==> config.mk <==
export PLATFORM = sky130hd
export DESIGN_NAME = piso_bit_serializer
export DESIGN_NICKNAME = d
export VERILOG_FILES = /design/src/rtl/piso_bit_serializer.sv
export SDC_FILE = /design/constraint.sdc
export NUM_CORES = 1
export LEC_CHECK = 0
export BUFFER_PORTS_ARGS = -buffer_cell sky130_fd_sc_hd__buf_2
export CORE_UTILIZATION = 51
export CTS_CLUSTER_DIAMETER = 100
export DETAILED_ROUTE_END_ITERATION = 10
export PLACE_DENSITY = 0.83
export SLEW_MARGIN = 20
export SYNTH_ARGS = -nofsm -noshare
export SYNTH_HDL_FRONTEND = slang
export SYNTH_SLANG_ARGS = --single-unit
==> constraint.sdc <==
create_clock -name clk -period 2.1 [get_ports clk]
set_clock_uncertainty 0.1 [all_clocks]
set_input_delay 0.315 -clock clk [delete_from_list [all_inputs] [get_ports clk]]
set_output_delay 0.315 -clock clk [all_outputs]
set_load 0.02 [all_outputs]
==> src/rtl/piso_bit_serializer.sv <==
// -----------------------------------------------------------------------------
// piso_bit_serializer
//
// Parallel-in / serial-out front end for the bit-serial sequence detectors.
// A WIDTH-bit word is taken over a valid/ready handshake and shifted out one
// bit per clock on sout. Between words sout is held at 0 so the downstream
// detector falls back to idle. An optional fixed gap of GAP idle cycles can
// be forced after every word.
//
// Parameters
//   WIDTH      word width in bits (>= 1)
//   MSB_FIRST  1: din[WIDTH-1] leaves first, 0: din[0] leaves first
//   GAP        idle cycles forced after each word (>= 0)
//
// Ports
//   clk         clock, all logic on the rising edge
//   rst         synchronous, active-high reset
//   din         parallel word, sampled only on accept
//   din_valid   upstream presents a word on din
//   din_ready   block can accept a word this cycle (forced low while rst=1)
//   sout        serial data bit (0 whenever no word bit is on the line)
//   sout_valid  sout carries a word bit this cycle
//   bit_idx     shift-order index of the bit on sout, 0 when not shifting
//   last        final bit of the word is on sout
//   busy        shifting a word or sitting in the inter-word gap
// -----------------------------------------------------------------------------
module piso_bit_serializer #(
   parameter int WIDTH     = 8,
   parameter bit MSB_FIRST = 1'b1,
   parameter int GAP       = 0,
   localparam int IW       = (WIDTH > 1) ? $clog2(WIDTH) : 1
) (
   input  logic             clk,
   input  logic             rst,
   input  logic [WIDTH-1:0] din,
   input  logic             din_valid,
   output logic             din_ready,
   output logic             sout,
   output logic             sout_valid,
   output logic [IW-1:0]    bit_idx,
   output logic             last,
   output logic             busy
);

   // Gap counter only has to reach GAP-1; keep at least one bit so the
   // declaration stays legal when GAP is 0 or 1.
   localparam int            GW       = (GAP > 1) ? $clog2(GAP) : 1;
   localparam logic [IW-1:0] BIT_LAST = IW'(WIDTH - 1);
   localparam logic [IW-1:0] BIT_ONE  = IW'(1);
   localparam logic [GW-1:0] GAP_LAST = GW'((GAP > 0) ? (GAP - 1) : 0);
   localparam logic [GW-1:0] GAP_ONE  = GW'(1);

   typedef enum logic [1:0] {
      ST_IDLE  = 2'd0,
      ST_SHIFT = 2'd1,
      ST_GAP   = 2'd2
   } state_t;

   state_t           state_r;
   state_t           state_s;
   logic [WIDTH-1:0] shreg_r;
   logic [WIDTH-1:0] shreg_s;
   logic [IW-1:0]    cnt_r;
   logic [IW-1:0]    cnt_s;
   logic [GW-1:0]    gcnt_r;
   logic [GW-1:0]    gcnt_s;
   logic             ready_r;
   logic             ready_s;
   logic             accept_s;

   logic             sout_r;
   logic             sout_valid_r;
   logic [IW-1:0]    bit_idx_r;
   logic             last_r;
   logic             busy_r;

   // Bit currently at the head of the shift register in shift order.
   function automatic logic head_bit(input logic [WIDTH-1:0] v);
      logic h;
      if (MSB_FIRST) begin
         h = v[WIDTH-1];
      end else begin
         h = v[0];
      end
      return h;
   endfunction

   // Advance the shift register by one position in shift order.
   function automatic logic [WIDTH-1:0] shift_once(input logic [WIDTH-1:0] v);
      logic [WIDTH-1:0] r;
      if (MSB_FIRST) begin
         r = v << 1'b1;
      end else begin
         r = v >> 1'b1;
      end
      return r;
   endfunction

   // ready_r is decoded from registered state, so din_valid never reaches
   // din_ready combinationally; only rst gates it.
   assign din_ready = ready_r & ~rst;
   assign accept_s  = din_valid & din_ready;

   // Next-state computation for the state register, shifter and counters.
   always_comb begin
      state_s = state_r;
      shreg_s = shreg_r;
      cnt_s   = cnt_r;
      gcnt_s  = gcnt_r;
      case (state_r)
         ST_IDLE: begin
            if (accept_s) begin
               state_s = ST_SHIFT;
               shreg_s = din;
               cnt_s   = {IW{1'b0}};
            end else begin
               state_s = ST_IDLE;
            end
         end
         ST_SHIFT: begin
            if (cnt_r == BIT_LAST) begin
               if (GAP == 0) begin
                  // Zero-bubble streaming: a word offered during the last
                  // bit follows on the very next cycle.
                  if (accept_s) begin
                     state_s = ST_SHIFT;
                     shreg_s = din;
                     cnt_s   = {IW{1'b0}};
                  end else begin
                     state_s = ST_IDLE;
                     shreg_s = {WIDTH{1'b0}};
                     cnt_s   = {IW{1'b0}};
                  end
               end else begin
                  state_s = ST_GAP;
                  shreg_s = {WIDTH{1'b0}};
                  cnt_s   = {IW{1'b0}};
                  gcnt_s  = {GW{1'b0}};
               end
            end else begin
               shreg_s = shift_once(shreg_r);
               cnt_s   = cnt_r + BIT_ONE;
            end
         end
         ST_GAP: begin
            if (gcnt_r == GAP_LAST) begin
               gcnt_s = {GW{1'b0}};
               if (accept_s) begin
                  state_s = ST_SHIFT;
                  shreg_s = din;
                  cnt_s   = {IW{1'b0}};
               end else begin
                  state_s = ST_IDLE;
               end
            end else begin
               gcnt_s = gcnt_r + GAP_ONE;
            end
         end
         default: begin
            state_s = ST_IDLE;
            shreg_s = {WIDTH{1'b0}};
            cnt_s   = {IW{1'b0}};
            gcnt_s  = {GW{1'b0}};
         end
      endcase
   end

   // Ready for the cycle after the edge, derived from the next state only.
   always_comb begin
      ready_s = 1'b0;
      case (state_s)
         ST_IDLE:  ready_s = 1'b1;
         ST_SHIFT: ready_s = (cnt_s == BIT_LAST) && (GAP == 0);
         ST_GAP:   ready_s = (gcnt_s == GAP_LAST);
         default:  ready_s = 1'b0;
      endcase
   end

   // FSM state, datapath registers and registered output decode.
   always_ff @(posedge clk) begin
      if (rst) begin
         state_r      <= ST_IDLE;
         shreg_r      <= {WIDTH{1'b0}};
         cnt_r        <= {IW{1'b0}};
         gcnt_r       <= {GW{1'b0}};
         ready_r      <= 1'b1;
         sout_r       <= 1'b0;
         sout_valid_r <= 1'b0;
         bit_idx_r    <= {IW{1'b0}};
         last_r       <= 1'b0;
         busy_r       <= 1'b0;
      end else begin
         state_r      <= state_s;
         shreg_r      <= shreg_s;
         cnt_r        <= cnt_s;
         gcnt_r       <= gcnt_s;
         ready_r      <= ready_s;
         sout_r       <= (state_s == ST_SHIFT) ? head_bit(shreg_s) : 1'b0;
         sout_valid_r <= (state_s == ST_SHIFT);
         bit_idx_r    <= (state_s == ST_SHIFT) ? cnt_s : {IW{1'b0}};
         last_r       <= (state_s == ST_SHIFT) && (cnt_s == BIT_LAST);
         busy_r       <= (state_s != ST_IDLE);
      end
   end

   assign sout       = sout_r;
   assign sout_valid = sout_valid_r;
   assign bit_idx    = bit_idx_r;
   assign last       = last_r;
   assign busy       = busy_r;

endmodule

==> flow_summary.yaml <==
power:
  netSwitchingFraction: 0.234
  p_leak_uw: 0.000465
  comb_power_share: 0.109
  power.internal_uw: 578
  p_seq_frac: 0.596
  ir_worst_vdd_mv: 0.476
  clock_power_share: 0.295
  p_sw_uw: 176
  p_per_area_mw_per_mm2: 745
clock_tree:
  ctsRootBufferMaster: "clkbuf_4"
  clk_latency_ns: 0.30
  h-tree-depth: 1
  numClockSinks: 22
  postCtsSetupRepairBufs: 0
  cts_buffers: 3
  cts.clk_slew.worst_paths_ns: 0.11
  clockBufferDepth: 2
  cts_tree: "yes"
global_route:
  grt_max_degree: 13
  grt_use_total: 0.201
  grt_pass1_vias: 691
  antenna_found_initial: 0
  gr-total-overflow: 0
  grt_pass1_wl_um: 2930
die:
  die_w_um: 44.2
  ios: 19
  die_y_um: 44.2
  rows: 14
  coreArea_sq_mm: 0.00158
  die_area_sq_mm: 0.00195
  initial_utilization: 0.576
timing:
  setup_viol: 0
  period_share: 0.893
  rsz0062_at_grt: "no"
  hold_slack_ns: 0.120
  finalMaxSlewViolations: 0
  finalCriticalPeriod_ns: 1.87
  fmax_mhz: 533
  finalHoldViolations: 0
  fin_setup_tns_ns: 0
  worst_pin_slew_ns: 0.433
  relSlewSlack: 0.711
setup_path:
  path_max_fanout: 8
  cp-start-kind: "register"
  ff2ff_path_depth: 7
  r2r_end: "ready_r"
  r2r-start: "cnt_r[0]"
  crit_required_ns: 2.17
  crit_type: "reg -> reg"
  reg2reg_slack_ns: 0.23
  worstPathArrival_ns: 1.95
  cp-end-kind: "register"
final_layout:
  final_area_sq_mm: 0.00101
  syn2layout_area_growth_pct: 11.4
  nets: 122
  fillers: 134
  final-instance-count-excl-fill: 124
  antenna_cells: 0
  drive_gt1_frac: 0.259
  final_cell_mix: "dfxtp_1 (22), buf_2 (18), nor2_1 (10)"
  layout_commonest_cell: "dfxtp_1"
min_path:
  hold_path_class: "in -> reg"
  hold_path_end: "shreg_r[6]"
  hold_start: "din[6]"
  whs_path_depth: 3
logic_synthesis:
  synth.net_count: 104
  synth.distinct_cells: 28
  syn_inst: 91
  yosysSeqAreaShare: 0.485
  yosysTopAreaCell: "dfxtp_1"
  synth_top_area_share: 0.485
  yosys_warnings: 0
  ys_seq_elements: 22
  syn_area_sq_um: 908
  synthTopCellsByArea: "dfxtp_1 (48%), a222oi_1 (6.6%), nor2_1 (4.1%), nor2b_1 (4.1%), buf_6 (3.7%)"
  avgSynthCellArea_sq_um: 9.98
placement:
  portBuffers: 18
  dpl_cell_area_sq_um: 976
  routabilityCongestion: 0.874
  hpwl_um: 1250
  dp.cells: 120
job:
  max_cap_violations: 0
routing:
  vias: 718
  via_per_inst: 5.79
  dr.pass1.iters: 7
  drtIter0Drc: 42
  wl_per_cell_um: 13.2
  drtAntennaViolNets: 0
  drc_errors: 0
  drt_wl_total_um: 1630
status:
  status: "finished, final reports clean"
sequential cells by signal (all words and copies together), names as in the netlist:
register,count
cnt_r,3
state_r,2
ready_r,1
shreg_r,8
sout_valid,1
bit_idx,3
last,1
busy,1
sout,1
gcnt_r,1
cells by family after synthesis:
group                    synth area share
AO/OA/AOI/OAI                       0.186
AND/OR/NAND/NOR                     0.215
flip-flops                          0.485
adder cells (fa/ha/maj)            0.0275
multiplexers                       0.0110
buffers and inverters              0.0757
worst max-delay path, stage by stage (launching register included):
cell     delay [ns]
dfxtp_1        0.36
ha_1           0.20
ha_1           0.24
nor3b_4        0.27
nor2_1         0.07
or2_1          0.32
inv_1          0.10
o21ai_0        0.09
power by group through the flow:
stage	clock (uW)	combinational, uW	sequential (uW)
after CTS	229	82.6	449
after global routing	248	92.0	452
after detailed placement	0	82.1	459
final	222	82.3	450
after global placement	0	80.7	458
after floorplan	0	62.2	458
synth_stat cells:
cell type / n
a21oi_1: 4
a221oi_1: 1
a222oi_1: 6
a22oi_1: 1
a311oi_2: 1
a31oi_1: 1
and3b_1: 2
buf_2: 1
buf_6: 3
clkbuf_1: 1
dfxtp_1: 22
ha_1: 2
inv_1: 6
inv_2: 1
mux2i_1: 1
nand2_1: 6
nand2b_1: 2
nor2_1: 10
nor2b_1: 6
nor3_1: 1
nor3_2: 1
nor3b_1: 2
nor3b_4: 1
nor4_2: 1
o2111a_1: 1
o21a_4: 1
o21ai_0: 5
or2_0: 1
through the flow:
step / util / total power (uW) / worst slack (ns)
after global routing: 0.642 / 792 / 0.0726
after global placement: 0.619 / 539 / 0.267
after CTS: 0.642 / 761 / 0.128
final: 0.642 / 754 / 0.225
after floorplan: - / 520 / 0.394
after detailed placement: 0.619 / 541 / 0.154
what timing repair did:
| action | 4_1_cts | 5_1_grt |
|---|---|---|
| hold buffers | 0 | 0 |
| endpoints found under the setup margin | 0 | 1 |
| resized for setup | 0 | 1 |
layout make-up:
type,count,area [sq um],area share
inverter,7,26.3,0.0260
clock buffer,4,36.3,0.0358
sequential,22,440,0.435
tap,16,20.0,0.0198
timing repair buffer,18,90.1,0.0890
multi-input combinational,57,399,0.394
worst max-delay path by stage:
stage / start / endpoint / slack [ns] / depth (start not counted)
4_1_cts: cnt_r[0] / ready_r / 0.13 / 7
5_1_grt: cnt_r[0] / ready_r / 0.07 / 7
2_1_floorplan: cnt_r[0] / shreg_r[3] / 0.39 / 6
6_report: cnt_r[0] / ready_r / 0.23 / 7
3_3_place_gp: cnt_r[0] / ready_r / 0.27 / 7
3_5_place_dp: cnt_r[0] / ready_r / 0.15 / 7
layer usage:
layer,routed length (um),global-route usage
met1,770,0.256
met2,770,0.318
met3,93,0.0776
met4,0,0.0545
met5,0,0
No activity file was read; power rests on OpenSTA's default activity.
